### src/rtl/uc_multiciclo_pkg.sv
// Shared types for the multi-cycle control unit: state encoding, opcode map
// and the control word driven into the datapath.
package uc_multiciclo_pkg;

  typedef enum logic [1:0] {
    S_IDLE  = 2'd0,
    S_FETCH = 2'd1,
    S_EXEC  = 2'd2,
    S_HALT  = 2'd3
  } state_t;

  localparam logic [1:0] CLS_ALU_RR  = 2'b00;
  localparam logic [1:0] CLS_ALU_IMM = 2'b01;

  localparam logic [5:0] OP_J    = 6'b100000;
  localparam logic [5:0] OP_JZ   = 6'b100001;
  localparam logic [5:0] OP_JNZ  = 6'b100010;
  localparam logic [5:0] OP_HALT = 6'b111111;

  typedef struct packed {
    logic       s_inc;
    logic       s_inm;
    logic       we;
    logic       wez;
    logic [2:0] alu_op;
    logic       pc_we;
  } ctrl_t;

  // Values held outside EXEC: nothing written, PC path selects PC+1.
  localparam ctrl_t CTRL_IDLE = '{s_inc: 1'b1, s_inm: 1'b0, we: 1'b0, wez: 1'b0,
                                  alu_op: 3'b000, pc_we: 1'b0};
  // Baseline in EXEC: a NOP that still advances the PC.
  localparam ctrl_t CTRL_NOP  = '{s_inc: 1'b1, s_inm: 1'b0, we: 1'b0, wez: 1'b0,
                                  alu_op: 3'b000, pc_we: 1'b1};

endpackage

### src/rtl/uc_multiciclo_if.sv
// Datapath-facing bundle: opcode/zero flow into the control unit, control
// strobes flow out. No handshake: opcode and zero are sampled only in EXEC.
interface uc_multiciclo_if;
  logic [5:0] opcode;
  logic       zero;
  logic       s_inc;
  logic       s_inm;
  logic       we;
  logic       wez;
  logic [2:0] ALUOp;
  logic       pc_we;

  modport master (input opcode, zero,
                  output s_inc, s_inm, we, wez, ALUOp, pc_we);
  modport slave  (output opcode, zero,
                  input s_inc, s_inm, we, wez, ALUOp, pc_we);
endinterface

### src/rtl/uc_multiciclo_decoder.sv
// Pure combinational opcode decode; the caller gates the result to EXEC.
module uc_multiciclo_decoder
  import uc_multiciclo_pkg::*;
(
  input  logic [5:0] opcode,
  input  logic       zero,
  output ctrl_t      ctrl,
  output logic       illegal_hit
);

  always_comb begin
    ctrl        = CTRL_NOP;
    illegal_hit = 1'b0;
    case (opcode[5:4])
      CLS_ALU_RR: begin
        ctrl.we     = 1'b1;
        ctrl.wez    = 1'b1;
        ctrl.alu_op = opcode[2:0];
      end
      CLS_ALU_IMM: begin
        ctrl.we     = 1'b1;
        ctrl.wez    = 1'b1;
        ctrl.s_inm  = 1'b1;
        ctrl.alu_op = opcode[2:0];
      end
      default: begin
        // Jump class: zero is the flag left by the previous ALU instruction.
        case (opcode)
          OP_J:    ctrl.s_inc = 1'b0;
          OP_JZ:   ctrl.s_inc = ~zero;
          OP_JNZ:  ctrl.s_inc = zero;
          OP_HALT: ctrl.s_inc = 1'b1;
          default: illegal_hit = 1'b1;
        endcase
      end
    endcase
  end

endmodule

### src/rtl/uc_multiciclo.sv
// Multi-cycle control unit: IDLE/FETCH/EXEC/HALT sequencer with single-step,
// sticky illegal-opcode flag and a saturating retired-instruction counter.
module uc_multiciclo
  import uc_multiciclo_pkg::*;
#(
  parameter int CNT_W = 16
) (
  input  logic               clk,
  input  logic               reset,
  input  logic               start,
  input  logic               step_mode,
  input  logic               step,
  uc_multiciclo_if.master    dp,
  output logic               busy,
  output logic               halted,
  output logic               illegal,
  output logic [CNT_W-1:0]   instr_count,
  output logic [1:0]         state_dbg
);

  state_t state, state_nxt;
  ctrl_t  dec_ctrl, ctrl;
  logic   illegal_hit;

  uc_multiciclo_decoder u_decoder (
    .opcode      (dp.opcode),
    .zero        (dp.zero),
    .ctrl        (dec_ctrl),
    .illegal_hit (illegal_hit)
  );

  always_ff @(posedge clk) begin
    if (reset) begin
      state       <= S_IDLE;
      illegal     <= 1'b0;
      instr_count <= '0;
    end else begin
      state <= state_nxt;
      if (state == S_EXEC) begin
        if (illegal_hit) illegal <= 1'b1;
        if (instr_count != '1) instr_count <= instr_count + CNT_W'(1);
      end
    end
  end

  always_comb begin
    state_nxt = state;
    case (state)
      S_IDLE:  if (start) state_nxt = S_FETCH;
      // Program memory needs one cycle; step mode stretches FETCH until step.
      S_FETCH: if (!step_mode || step) state_nxt = S_EXEC;
      S_EXEC:  state_nxt = (dp.opcode == OP_HALT) ? S_HALT : S_FETCH;
      S_HALT:  if (start) state_nxt = S_FETCH;
      default: state_nxt = S_IDLE;
    endcase
  end

  assign ctrl     = (state == S_EXEC) ? dec_ctrl : CTRL_IDLE;
  assign dp.s_inc = ctrl.s_inc;
  assign dp.s_inm = ctrl.s_inm;
  assign dp.we    = ctrl.we;
  assign dp.wez   = ctrl.wez;
  assign dp.ALUOp = ctrl.alu_op;
  assign dp.pc_we = ctrl.pc_we;

  assign busy      = (state == S_FETCH) || (state == S_EXEC);
  assign halted    = (state == S_HALT);
  assign state_dbg = state;

endmodule
### src/flat_wrapper.sv
// flat-port wrapper written by rule: the top's interface ports become plain ports
module uc_multiciclo_flat import uc_multiciclo_pkg::*;
#(
  parameter int CNT_W = 16
)
  (clk, reset, start, step_mode, step, busy, halted, illegal, instr_count, state_dbg, dp_opcode, dp_zero, dp_s_inc, dp_s_inm, dp_we, dp_wez, dp_ALUOp, dp_pc_we);
  uc_multiciclo_if dp_i ();
  input  logic clk;
  input  logic reset;
  input  logic start;
  input  logic step_mode;
  input  logic step;
  output logic busy;
  output logic halted;
  output logic illegal;
  output logic [CNT_W-1:0] instr_count;
  output logic [1:0] state_dbg;
  input wire logic [$bits(dp_i.opcode)-1:0] dp_opcode;
  input wire logic [$bits(dp_i.zero)-1:0] dp_zero;
  output wire logic [$bits(dp_i.s_inc)-1:0] dp_s_inc;
  output wire logic [$bits(dp_i.s_inm)-1:0] dp_s_inm;
  output wire logic [$bits(dp_i.we)-1:0] dp_we;
  output wire logic [$bits(dp_i.wez)-1:0] dp_wez;
  output wire logic [$bits(dp_i.ALUOp)-1:0] dp_ALUOp;
  output wire logic [$bits(dp_i.pc_we)-1:0] dp_pc_we;
  assign dp_i.opcode = dp_opcode;
  assign dp_i.zero = dp_zero;
  assign dp_s_inc = dp_i.s_inc;
  assign dp_s_inm = dp_i.s_inm;
  assign dp_we = dp_i.we;
  assign dp_wez = dp_i.wez;
  assign dp_ALUOp = dp_i.ALUOp;
  assign dp_pc_we = dp_i.pc_we;
  uc_multiciclo #(.CNT_W(CNT_W)) u_core (.clk(clk), .reset(reset), .start(start), .step_mode(step_mode), .step(step), .dp(dp_i), .busy(busy), .halted(halted), .illegal(illegal), .instr_count(instr_count), .state_dbg(state_dbg));
endmodule
### config.mk
export PLATFORM = sky130hd
export DESIGN_NAME = uc_multiciclo_flat
export DESIGN_NICKNAME = d
export VERILOG_FILES = /design/src/rtl/uc_multiciclo_pkg.sv /design/src/rtl/uc_multiciclo_if.sv /design/src/rtl/uc_multiciclo_decoder.sv /design/src/rtl/uc_multiciclo.sv /design/src/flat_wrapper.sv
export SDC_FILE = /design/constraint.sdc
export NUM_CORES = 1
export LEC_CHECK = 0
export ABC_AREA = 1
export CAP_MARGIN = 20
export CORE_MARGIN = 4
export CORE_UTILIZATION = 41
export DETAILED_ROUTE_END_ITERATION = 7
export PLACE_DENSITY = 0.75
export SYNTH_ARGS = -nofsm -noshare
export SYNTH_HDL_FRONTEND = slang
export SYNTH_SLANG_ARGS = --single-unit
export TNS_END_PERCENT = 30
### constraint.sdc
create_clock -name clk -period 1.5 [get_ports clk]
set_input_delay 0.15 -clock clk [delete_from_list [all_inputs] [get_ports clk]]
set_output_delay 0.15 -clock clk [all_outputs]
set_load 0.1 [all_outputs]
==> summary.txt <==
leakage -> 0.9486 nW
CP bufs+invs -> 4
row cnt -> 20
Vias -> 1452
Congestion Overflow GR -> 0
worst-margin pin slew -> 0.3620 ns
critical path class -> reg -> out
Gate Count Post-Synth -> 197
largest family of logic cells by synthesized area -> simple AND/OR/NAND/NOR gates
fin crit share -> 1.138
mux contribution to synthesized area -> 0
Die Width -> 64.15 um
data required time of the worst path -> 1.35 ns
Initial DRC Count -> 83
Pwr Total -> 2.939 mW
Post-Synth Adder-Cell Area -> 0.03872
initial antenna violation count -> 0
clk_lat worst skew -> 0.30 ns
fin worst setup slack -> -0.2076 ns
Post-Synth Simple-Gate Area -> 0.4037
status -> finished, violations left
CTS tree -> built
xor/xnor share of the synthesized area -> 0.04066
Final min period -> 1.708 ns
die height -> 64.15 um
vias in the first global route -> 1456
initial core utilization -> 0.4269
RePlAce Congestion -> 0.8496
post-route insts no fill -> 305
syn_area_per_cell -> 6.561 um^2
power per cell area -> 1230 nW/um^2
CTS clk-pin slew, worst paths -> 0.10 ns
Die Footprint -> 4115 um^2
Compound-Gate Fraction of Synth Area -> 0.1268
Antenna Violating Nets Remaining -> 0
Max-Cap Viols -> 0
WL/cell -> 11.71 um
clock skew -> 0.001510 ns
total wire length -> 3571 um
layout cells sized above 1 -> 0.4215
Synth cell types -> 23
Top delay family on crit path -> buffers and inverters
root buffer cell -> clkbuf_4
Seq cells post-synth -> 19
failing checks -> setup timing
Synth area leader -> dfxtp_1
Crit path largest cell delay -> 0.36 ns
Synth top area share -> 0.2943
Max Clock Freq -> 0.5856 GHz
Vias/cell -> 4.761
ranking of synthesized cells by area -> dfxtp_1 29%, nand2_1 16%, nor2_1 8.4%, inv_1 7.0%, a21oi_2 5.4%
number of H-tree levels -> 1
pin count of the biggest net entering global routing -> 13
Synthesized Nets -> 213
CP max FO -> 4
Slew HR -> 0.7578
I/O Pins -> 41
max-slew violation count -> 0
Fin. Hold Viols -> 0
ANT cells -> 0
detailed placer's ending HPWL -> 2857 um
first-pass GRT wire length -> 6382 um
CTS Sinks -> 19
CP endpoint kind -> primary output
warnings from Yosys -> 0
overall routing resource usage -> 0.1924
crit-path most repeated cell -> nor2_4
Clock Path Buffers -> 2
HP Class -> in -> reg
Placed Cells -> 296
post-route DRC violation count -> 0
Post-Syn Area -> 1292 um^2
Nets -> 278
Worst VDD drop -> 0.001875 V
final setup fails -> 7
RSZ-0062 raised after global routing -> yes
Slowest cell on crit path -> dfxtp_4
IO buf count -> 40
Core ar. -> 3028 um^2
final setup TNS -> -1.227 ns
number of fill cells -> 201
CP arrival -> 1.56 ns
CTS Buf Count -> 3
Layout Area Growth over Synthesis -> 84.80%
detailed-router iteration count before antenna repair -> 4
register area share after synthesis -> 0.2943
worst path cell trace -> inv_2 > ha_4 > inv_4 > nor2_4 > clkinvlp_4 > nor2_4 > buf_12
final core utilization -> 0.7888
CP Launch Type -> flip-flop
[layout by cell type, fill, tap and decap left out, drive strengths merged]
master / n
inv: 23
nand4: 6
buf: 53
ha: 4
nor3: 2
clkinvlp: 1
nand2: 58
dfxtp: 19
nor2: 35
o21a: 1
xor2: 4
xnor2: 2
a21oi: 17
clkbuf: 4
clkdlybuf4s50: 11
nand3b: 2
o21ai: 6
nand3: 13
[sequential cells by signal, indices dropped and copies added (netlist names)]
name and count:
u_core.state_dbg 2, u_core.illegal 1, u_core.instr_count 16
[per-stage QoR]
stage | setup slack [ns] | hold WS [ns] | instance area, um^2
floorplan | -1.240 | 0.2094 | 1440
global placement | -0.06590 | 0.4746 | 2307
detailed placement | -0.1259 | 0.4997 | 2307
CTS | -0.2227 | 0.4835 | 2360
global route | -0.2766 | 0.4925 | 2389
finish | -0.2076 | 0.4791 | 2389
[synth_stat cells]
master	n
a21oi_1	9
a21oi_2	8
buf_1	1
buf_4	1
buf_6	2
dfxtp_1	19
ha_1	4
inv_1	24
nand2_1	54
nand2_2	2
nand2_4	2
nand3_1	13
nand3b_1	2
nand4_1	6
nor2_1	29
nor2_2	4
nor2_4	2
nor3_1	2
o21a_1	1
o21ai_0	5
o21ai_4	1
xnor2_1	2
xor2_1	4
[layout make-up]
cell class              instances  area, um^2  share of cell area
repair buffers                 64       887.1              0.3714
flip-flops and latches         19       440.4              0.1844
inverters                      24       96.34             0.04034
multi-input cells             150       883.3              0.3698
clock buffers                   4       26.28             0.01100
well taps                      44       55.05             0.02305
[per-layer routing]
metal,up-vias,part of all wire,track usage
met2,25,0.52,0.3355
met5,-,0,0
met4,0,0.0078,0.03166
met1,670,0.44,0.2446
met3,4,0.038,0.04394
li1,753,-,-
[path summary, 6_finish.rpt]
check | to | slack, ns | cells after the start | start
setup / recovery | dp_s_inm | -0.21 | 7 | u_core.state_dbg[0]
hold / removal | u_core.state_dbg[0] | 0.48 | 2 | reset
setup reg to reg | u_core.instr_count[8] | 0.04 | 9 | u_core.instr_count[1]
hold reg to reg | u_core.illegal | 0.51 | 2 | u_core.illegal
[worst reg2reg max path: stages (launching register included)]
cell and delay [ns]:
dfxtp_4 0.37, ha_4 0.15, nand2_2 0.05, nor2_2 0.09, nand2_2 0.11, buf_4 0.16, inv_1 0.09, nand3_1 0.12
o21ai_1 0.17, a21oi_1 0.06
[power by group]
group          internal, mW  switching [mW]  total, mW
clock network         0.104           0.155      0.259
registers             0.555          0.0428      0.598
logic                 0.769            1.31       2.08
total                  1.43            1.51       2.94
[logic make-up (layout without fill, tap and decap cells)]
| kind of cell | Yosys count | count (layout) |
|---|---|---|
| and+or+nand+nor | 116 | 116 |
| buffers and inverters | 28 | 92 |
| AOI/OAI and AO/OA | 24 | 24 |
| DFF | 19 | 19 |
| xor gates and xnor gates | 6 | 6 |
| adders and majority gates | 4 | 4 |
[timing repair]
action,in CTS,in global routing
pin swaps,4,5
setup buffers,3,2
hold buffers,0,0
resized for setup,3,7
endpoints found under the setup margin,9,23
Note: power is estimated with default switching activity, not from simulation.
